File: config.mk
export PLATFORM = sky130hd
export DESIGN_NAME = counter_cmd_ctrl
export DESIGN_NICKNAME = d
export VERILOG_FILES = /design/src/rtl/counter_ctrl_pkg.sv /design/src/rtl/btn_debounce.sv /design/src/rtl/counter_cmd_ctrl.sv
export SDC_FILE = /design/constraint.sdc
export NUM_CORES = 1
export LEC_CHECK = 0
export ABC_AREA = 1
export BUFFER_PORTS_ARGS = -buffer_cell sky130_fd_sc_hd__buf_2
export CAP_MARGIN = 20
export CORE_MARGIN = 2
export CORE_UTILIZATION = 50
export CTS_CLUSTER_SIZE = 28
export DETAILED_ROUTE_END_ITERATION = 8
export PLACE_DENSITY = 0.71
export SETUP_SLACK_MARGIN = 0.5
export SLEW_MARGIN = 20
export SYNTH_ARGS = -nofsm -noshare
export SYNTH_HDL_FRONTEND = slang
export SYNTH_HIERARCHICAL = 1
export SYNTH_SLANG_ARGS = --single-unit
File: constraint.sdc
create_clock -name clock -period 3.7 [get_ports clock]
set_input_delay 0.74 -clock clock [delete_from_list [all_inputs] [get_ports clock]]
set_output_delay 0.74 -clock clock [all_outputs]
set_load 0.05 [all_outputs]
File: src/rtl/counter_ctrl_pkg.sv
// Shared state encoding and sizing helper for the counter command controller.
package counter_ctrl_pkg;

  localparam logic [1:0] StateIdleEnc   = 2'd0;
  localparam logic [1:0] StateAutoEnc   = 2'd1;
  localparam logic [1:0] StateAlarmEnc  = 2'd2;
  localparam logic [1:0] StateReloadEnc = 2'd3;

  typedef enum logic [1:0] {
    StIdle   = StateIdleEnc,
    StAuto   = StateAutoEnc,
    StAlarm  = StateAlarmEnc,
    StReload = StateReloadEnc
  } state_t;

  // Counter width for a terminal count of v-1; never narrower than one bit.
  function automatic int unsigned cnt_w(input int unsigned v);
    return (v > 1) ? $clog2(v) : 1;
  endfunction

endpackage

File: src/rtl/btn_debounce.sv
// Pushbutton conditioner: 2-FF synchronizer, debouncer and rising-edge pulse.
module btn_debounce
  import counter_ctrl_pkg::*;
#(
  parameter int unsigned DEBOUNCE_CYCLES = 1_000_000
) (
  input  logic clock,
  input  logic reset,
  input  logic btn_i,
  output logic pulse_o
);

  localparam int unsigned CW = cnt_w(DEBOUNCE_CYCLES);
  localparam logic [CW-1:0] CntMax = CW'(DEBOUNCE_CYCLES - 1);

  logic          sync1_q, sync2_q;
  logic          level_q;
  logic          pulse_q;
  logic [CW-1:0] cnt_q;

  always_ff @(posedge clock or posedge reset) begin
    if (reset) begin
      sync1_q <= 1'b0;
      sync2_q <= 1'b0;
      level_q <= 1'b0;
      pulse_q <= 1'b0;
      cnt_q   <= '0;
    end else begin
      sync1_q <= btn_i;
      sync2_q <= sync1_q;
      pulse_q <= 1'b0;
      // Any cycle agreeing with the accepted level restarts the stability count.
      if (sync2_q == level_q) begin
        cnt_q <= '0;
      end else if (cnt_q >= CntMax) begin
        level_q <= sync2_q;
        pulse_q <= sync2_q;
        cnt_q   <= '0;
      end else begin
        cnt_q <= cnt_q + CW'(1);
      end
    end
  end

  assign pulse_o = pulse_q;

endmodule

File: src/rtl/counter_cmd_ctrl.sv
// Command generator for the up/down threshold counter: manual buttons or timed auto stepping.
module counter_cmd_ctrl
  import counter_ctrl_pkg::*;
#(
  parameter int unsigned N               = 4,
  parameter int unsigned DEBOUNCE_CYCLES = 1_000_000,
  parameter int unsigned TICK_CYCLES     = 50_000_000,
  parameter int unsigned ALARM_CYCLES    = 100_000_000
) (
  input  logic         clock,
  input  logic         reset,
  input  logic         btn_up,
  input  logic         btn_down,
  input  logic         btn_load,
  input  logic         sw_auto,
  input  logic         threshold,
  input  logic [N-1:0] count_in,
  output logic         enable,
  output logic         dec,
  output logic         load,
  output logic         alarm,
  output logic [1:0]   state_out
);

  localparam int unsigned TW = cnt_w(TICK_CYCLES);
  localparam int unsigned AW = cnt_w(ALARM_CYCLES);
  localparam logic [TW-1:0] TickMax  = TW'(TICK_CYCLES - 1);
  localparam logic [AW-1:0] AlarmMax = AW'(ALARM_CYCLES - 1);

  logic up_p, down_p, load_p;

  btn_debounce #(.DEBOUNCE_CYCLES(DEBOUNCE_CYCLES)) u_db_up (
    .clock  (clock),
    .reset  (reset),
    .btn_i  (btn_up),
    .pulse_o(up_p)
  );

  btn_debounce #(.DEBOUNCE_CYCLES(DEBOUNCE_CYCLES)) u_db_down (
    .clock  (clock),
    .reset  (reset),
    .btn_i  (btn_down),
    .pulse_o(down_p)
  );

  btn_debounce #(.DEBOUNCE_CYCLES(DEBOUNCE_CYCLES)) u_db_load (
    .clock  (clock),
    .reset  (reset),
    .btn_i  (btn_load),
    .pulse_o(load_p)
  );

  state_t        state_q;
  logic          auto_s1_q, auto_s2_q;
  logic          enable_q, dec_q, load_q, alarm_q;
  logic          skip_q;
  logic [TW-1:0] tick_q;
  logic [AW-1:0] alarm_cnt_q;

  always_ff @(posedge clock or posedge reset) begin
    if (reset) begin
      state_q     <= StIdle;
      auto_s1_q   <= 1'b0;
      auto_s2_q   <= 1'b0;
      enable_q    <= 1'b0;
      dec_q       <= 1'b0;
      load_q      <= 1'b0;
      alarm_q     <= 1'b0;
      skip_q      <= 1'b0;
      tick_q      <= '0;
      alarm_cnt_q <= '0;
    end else begin
      auto_s1_q <= sw_auto;
      auto_s2_q <= auto_s1_q;
      enable_q  <= 1'b0;
      dec_q     <= 1'b0;
      load_q    <= 1'b0;
      unique case (state_q)
        StIdle: begin
          if (auto_s2_q) begin
            state_q <= StAuto;
            tick_q  <= '0;
            skip_q  <= 1'b0;
          end else if (load_p) begin
            load_q <= 1'b1;
          end else if (up_p ^ down_p) begin
            enable_q <= 1'b1;
            dec_q    <= down_p;
          end
        end
        StAuto: begin
          skip_q <= 1'b0;
          // Threshold wins over leaving auto mode so an alarm is never lost.
          if (threshold && !skip_q) begin
            state_q     <= StAlarm;
            alarm_q     <= 1'b1;
            alarm_cnt_q <= '0;
            tick_q      <= '0;
          end else if (!auto_s2_q) begin
            state_q <= StIdle;
            tick_q  <= '0;
          end else if (tick_q >= TickMax) begin
            tick_q   <= '0;
            enable_q <= 1'b1;
            // Stepping from all-ones wraps the counter; treat it like a threshold hit.
            if (&count_in) begin
              state_q     <= StAlarm;
              alarm_q     <= 1'b1;
              alarm_cnt_q <= '0;
            end
          end else begin
            tick_q <= tick_q + TW'(1);
          end
        end
        StAlarm: begin
          if (alarm_cnt_q >= AlarmMax) begin
            state_q <= StReload;
            alarm_q <= 1'b0;
            load_q  <= 1'b1;
          end else begin
            alarm_cnt_q <= alarm_cnt_q + AW'(1);
          end
        end
        StReload: begin
          tick_q  <= '0;
          // The counter's threshold may still reflect the pre-load value for one cycle.
          skip_q  <= auto_s2_q;
          state_q <= auto_s2_q ? StAuto : StIdle;
        end
      endcase
    end
  end

  assign enable    = enable_q;
  assign dec       = dec_q;
  assign load      = load_q;
  assign alarm     = alarm_q;
  assign state_out = state_q;

endmodule

**After elaboration in Yosys (flattened, before gate mapping)**

Cells that the tools add are included.

- Register bits: 134
- Latch bits: 0
- Memory bits (writable): 0
- ROM bits: 0
- Input port bits: 11
- Output and inout bits: 6
- Word-level logic and storage cells: 120
- Memories kept: 0

- Add/subtract/negate cells: 5
- Multiply operators: 0
- Divide/modulo/power cells: 0
- $lt $le $gt $ge: 5
- Eq/ne operators: 14
- Shift operators: 0
- Muxes and demuxes: 54
- Bitwise operators: 4
- Reductions and logical operators: 13

Operator list:

| cell | number |
|---|---|
| 27-bit two-way mux | 5 |
| 20-bit two-way mux | 6 |
| 26-bit two-way mux | 4 |
| 26-bit case mux with 3 select lines | 1 |
| 20-bit by 1-bit adder with 20-bit output (second input constant) | 3 |
| 20-bit greater-or-equal comparator (second input constant) | 3 |
| 27-bit case mux with 2 select lines | 1 |
| 27-bit by 1-bit adder with 27-bit output (second input constant) | 1 |
| 27-bit greater-or-equal comparator (second input constant) | 1 |
| 26-bit by 1-bit adder with 26-bit output (second input constant) | 1 |
| 26-bit greater-or-equal comparator (second input constant) | 1 |
| 1-bit two-way mux | 26 |
| 2-bit two-way mux | 6 |
| 5-bit AND reduction | 2 |
| 3-bit inequality test (second input constant) | 3 |
| 4-bit inequality test (second input constant) | 2 |
| 2-bit case mux with 4 select lines | 1 |
| 2-bit AND reduction | 4 |
| 4-bit AND reduction | 2 |
| 2-bit inequality test (second input constant) | 3 |
| 1-bit case mux with 2 select lines | 3 |
| 2-bit == test (second input constant) | 2 |
| 1-bit == test | 3 |
| 1-bit NOT | 3 |
| other kinds (8) | 8 |

**Logic depth before layout (Yosys ltp)**

- Word-level depth: 6
- Depth in mapped cells: 13
- Mapped depth without buffers: 12

**Modules after synthesis**

Netlist, hierarchy kept.

By module, submodules not included:

| module | times used | cells an instance | area an instance (µm²) | sequential area each (µm²) |
|---|---|---|---|---|
| counter_cmd_ctrl | 1 | 630 | 4212.8 | 1551.5 |
| btn_debounce | 3 | 166 | 1360.1 | 600.6 |

**Worst setup path before layout**

Ideal clock, no wire load.

- Path type: reg2reg
- From: register state_q[0], in the netlist state_out[0]
- To: register tick_q[16]
- Setup time: 0.121 ns
- Arrival: 1.725 ns
- Required time: 3.579 ns
- Setup slack: 1.854 ns
- Cell stages (with the launch flop): 11
- Path buffers: 1
- Clock period less this slack: 1.846 ns
- Cells stage by stage: dfrtp_1 nor3_2 nor2_2 buf_4 nand3_1 nor2_1 nand2_1 inv_1 nand3_1 nand2_1 nor2_1

- Cells in the longest elaborated chain, start to end: 3
- Elaborated cells between the ends (all ways): 7
- Classes of those cells: eq/ne: 3; mux: 1; reduce/logical: 3

Ends and longest elaborated chain:

| what | line | RTL |
|---|---|---|
| from (decl) | counter_cmd_ctrl.sv:53 | `state_t state_q;` |
| from (signal assigned) | counter_cmd_ctrl.sv:62 | `state_q <= StIdle;` |
| from (signal assigned) | counter_cmd_ctrl.sv:81 | `state_q <= StAuto;` |
| from (signal assigned) | counter_cmd_ctrl.sv:95 | `state_q <= StAlarm;` |
| 2-bit by 1-bit == test with 1-bit output (tied with other cells) | counter_cmd_ctrl.sv:78 | `unique case (state_q)` |
| 3-bit nonzero test (no line) or 2-bit inequality test (tied branches) | -- |  |
| 2-bit AND reduction (no line) | -- |  |
| to (signal assigned) | counter_cmd_ctrl.sv:112 | `tick_q <= tick_q + TW'(1);` |
| to (decl) | counter_cmd_ctrl.sv:57 | `logic [TW-1:0] tick_q;` |

Several ways; a longest one is shown, not always the timed one.
A chain may end at the register's enable or synchronous reset.

**Worst setup path in the final report**

- From: register state_q[0], in the netlist state_out[0]
- To: register alarm_cnt_q[19]

- Cells in the longest elaborated chain, start to end: 3
- Elaborated cells between the ends (all ways): 9
- Classes of those cells: eq/ne: 6; mux: 1; reduce/logical: 2

Ends and longest elaborated chain:

| what | line | RTL |
|---|---|---|
| 2-bit by 1-bit == test with 1-bit output or 2-bit == test (tied branches) | counter_cmd_ctrl.sv:78 |  |
| 3-bit inequality test (no line) (tied with other cells) | -- |  |
| 5-bit AND reduction (no line) | -- |  |
| to (signal assigned) | counter_cmd_ctrl.sv:121 | `alarm_cnt_q <= alarm_cnt_q + AW'(1);` |
| to (decl) | counter_cmd_ctrl.sv:58 | `logic [AW-1:0] alarm_cnt_q;` |

Several ways; a longest one is shown, not always the timed one.

==> summary.txt <==
Timing
  – Finish-stage setup viols: 0
  – Hold_ws: approximately 0.35 ns
  – Max Transition Viols Final: 0
  – FMAX: ~390 MHz
  – Total negative slack: 0 ns
  – Clk_skew: 0.0100 ns
  – Final hold violation count: 0
  – Worst rel slew slack: 0.377
  – Period Utilization, post-route: 0.687
  – Least-Margin Pin Slew: 0.933 ns
  – RSZ-0062 raised after global routing: no
  – Fin crit period: 2.54 ns

Floorplanning
  – Die area: between 15,000 and 20,000 µm²
  – Initial Util: 0.505
  – Std-Cell Core Area: 16,400 µm²
  – Io pins: 17
  – Row cnt: 47
  – Die height: 133 µm
  – Die width: 133 µm

Yosys
  – #FFs+latches synth: 134
  – Synthesized instance count: around 1,100
  – Post-synth top area share: 0.404
  – Post-synthesis sequential area ratio: 0.404
  – Synth area leaders: dfrtp_1 40%, nand2_1 15%, nor2_1 7.7%
  – Unique cell type count in the Yosys netlist: 41
  – Synth warn: 6
  – Syn nets: 1,145
  – Post-Syn Area: 8290 µm²
  – Yosys top cell by area: dfrtp_1
  – Syn Area/Cell: approximately 7.4 µm²

Drt
  – Wire length per cell: 12.3 µm
  – Antenna viol nets, final: 0
  – Iter 0 DRT Violations: 480
  – 1st-pass router iterations: 5
  – DRT Wirelength: 16.9 mm
  – Vias: between 6,000 and 7,000
  – Avg Vias per Cell: ~5
  – DRC: 0

Worst hold path
  – Hold Startpoint: u_db_up/sync1_q
  – Hold path cells: 0
  – Worst Hold Class: flip-flop to flip-flop
  – Hold path endpoint: u_db_up/sync2_q

Critical path
  – CP delay by family, top: simple AND/OR/NAND/NOR gates
  – Startpoint types: flip-flop
  – Required time of the critical path: 4.05 ns
  – Critical path class: flip-flop to flip-flop
  – Critical Path Most Common Cell: nand2_1
  – CP cell instances: nor2_4 > inv_1 > nand2_2 > nand3_4 > nand2_1 > nand2_1
  – CP Capture Type: flip-flop
  – Critical path's slowest cell: inv_1
  – Origin of the critical flop-to-flop path: state_out[0]
  – Worst R2R Path Depth: 6
  – Max incr delay on CP: 0.61 ns
  – Buf/Inv on CP: 1
  – Reg2reg setup slack: ~1.2 ns
  – Critical Path AT: 2.89 ns
  – Worst R2R End: alarm_cnt_q[19]
  – Worst-path fanout max: 27

Clocking
  – # resized after CTS: 0
  – Skew-Pair Late Insertion Delay: approximately 0.42 ns
  – Num CTS Buffers: 17
  – Clk root buf: clkbuf_16
  – CTS tree: done
  – Clock sinks: 134
  – CTS HTree Levels: 4
  – # hold bufs at CTS: 0
  – Post-CTS setup buffer count: 0
  – Clock-pin slew on the worst setup and hold paths: ~0.060 ns
  – Clock buffer depth: 2

Layout
  – Area Overhead vs Synth: 9.60%
  – # nets final: between 1,000 and 1,500
  – Layout cells sized above 1: 0.170
  – N_diodes: 0

Placement
  – DPL Wire Length: ~12 mm
  – PortBufs: 16
  – Placer Congestion: 0.943

Power
  – Power Density: 430 nW/µm²
  – VDD IR max: ~0.00037 V
  – Leakage: 3.93 nW

GRT
  – Antenna violations before repair: 0
  – First-pass GRT wire length: 30.0 mm
  – GRT overflow: 0
  – Overall Global Routing Usage: 0.207
  – Pin count of the biggest net entering global routing: 42
  – Via count of the first global-routing pass: 6,406

Job
  – Max cap viols: 0

Run status
  – Status: finished clean
## registers in the layout, summed over array words and instances (netlist names), 20 cells and up, named ones only
name	count
u_db_load/cnt_q	20
tick_q	26
u_db_down/cnt_q	20
u_db_up/cnt_q	20
alarm_cnt_q	27
## cells by family (layout without fill, tap and decap cells)
| logic type | Yosys count | in the layout | synth area share |
|---|---|---|---|
| simple gates | 770 | 770 | 0.433 |
| flops | 134 | 134 | 0.404 |
| buf+inv | 128 | 159 | 0.0686 |
| xor+xnor | 55 | 55 | 0.0581 |
| compound gates | 34 | 34 | 0.0252 |
| fa+ha+maj | 6 | 6 | 0.00905 |
| mux | 1 | 1 | 0.00121 |
## how the worst max path moves through the flow
stage / from / to / slack (ns) / cells past startpoint
finish: state_out[0] / alarm_cnt_q[19] / 1.16 / 6
global route: state_out[0] / alarm_cnt_q[2] / 0.90 / 6
CTS: state_out[0] / alarm_cnt_q[7] / 1.17 / 6
detailed placement: state_out[0] / alarm_cnt_q[7] / 1.18 / 6
global placement: state_out[0] / alarm_cnt_q[0] / 1.29 / 6
floorplan: reset / async pin / 1.42 / 1
## cell type report
| cell class | instances | area (µm²) |
|---|---|---|
| fillers | 1533 | 7320 |
| multi-input cells | 866 | 4370 |
| flip-flops and latches | 134 | 3350 |
| clock buffers | 22 | 464 |
| inverters | 109 | 409 |
| well taps | 220 | 275 |
| clock inverters | 10 | 121 |
| repair buffers | 18 | 95.1 |
## cells in the mapped netlist (all sizes together)
| library cell | count |
|---|---|
| nor3 | 22 |
| a21boi | 1 |
| nand2 | 365 |
| mux2i | 1 |
| or2 | 3 |
| xnor2 | 22 |
| a211oi | 1 |
| inv | 109 |
| nor4 | 1 |
| ha | 6 |
| o21bai | 1 |
| clkbuf | 4 |
| nor3b | 2 |
| nand3 | 73 |
| and2 | 4 |
| nand4 | 39 |
| buf | 15 |
| o21ai | 12 |
| dfrtp | 134 |
| xor2 | 33 |
| nand3b | 3 |
| a21oi | 17 |
| nor2 | 258 |
| o31ai | 1 |
| o211ai | 1 |
## routing by layer
| metal | wire, µm | vias to the layer above | track usage |
|---|---|---|---|
| li1 | - | 3576 | - |
| met1 | 8230 | 3188 | 0.286 |
| met2 | 7970 | 106 | 0.336 |
| met3 | 550 | 12 | 0.0364 |
| met4 | 161 | 0 | 0.0585 |
| met5 | 0 | - | 0 |
## power breakdown
| group | total [mW] | switching [mW] | internal, mW |
|---|---|---|---|
| clock network | 1.67 | 0.643 | 1.03 |
| logic | 0.673 | 0.543 | 0.130 |
| registers | 1.56 | 0.0527 | 1.51 |
| total | 3.91 | 1.24 | 2.67 |
## cell usage in the layout, fill, tap and decap left out, types with 16 or more instances in the layout
| cell | n |
|---|---|
| buf_2 | 16 |
| clkbuf_16 | 17 |
| dfrtp_1 | 134 |
| inv_1 | 99 |
| nand2_1 | 335 |
| nand2_2 | 28 |
| nand3_1 | 65 |
| nand4_1 | 38 |
| nor2_1 | 170 |
| nor2_2 | 74 |
| nor3_1 | 18 |
| xnor2_1 | 22 |
| xor2_1 | 33 |
## per-stage QoR
stage	std cells	setup WS [ns]	area (µm²)	util	total power, mW
after floorplan	1128	1.42	8290	-	2.20
after global placement	1347	1.29	8500	0.518	2.26
after detailed placement	1347	1.18	8500	0.518	2.27
after CTS	1379	1.17	9090	0.554	3.95
after global routing	1379	0.896	9090	0.554	4.10
final	1379	1.16	9090	0.554	3.91
Power figures use the tool's default switching activity.
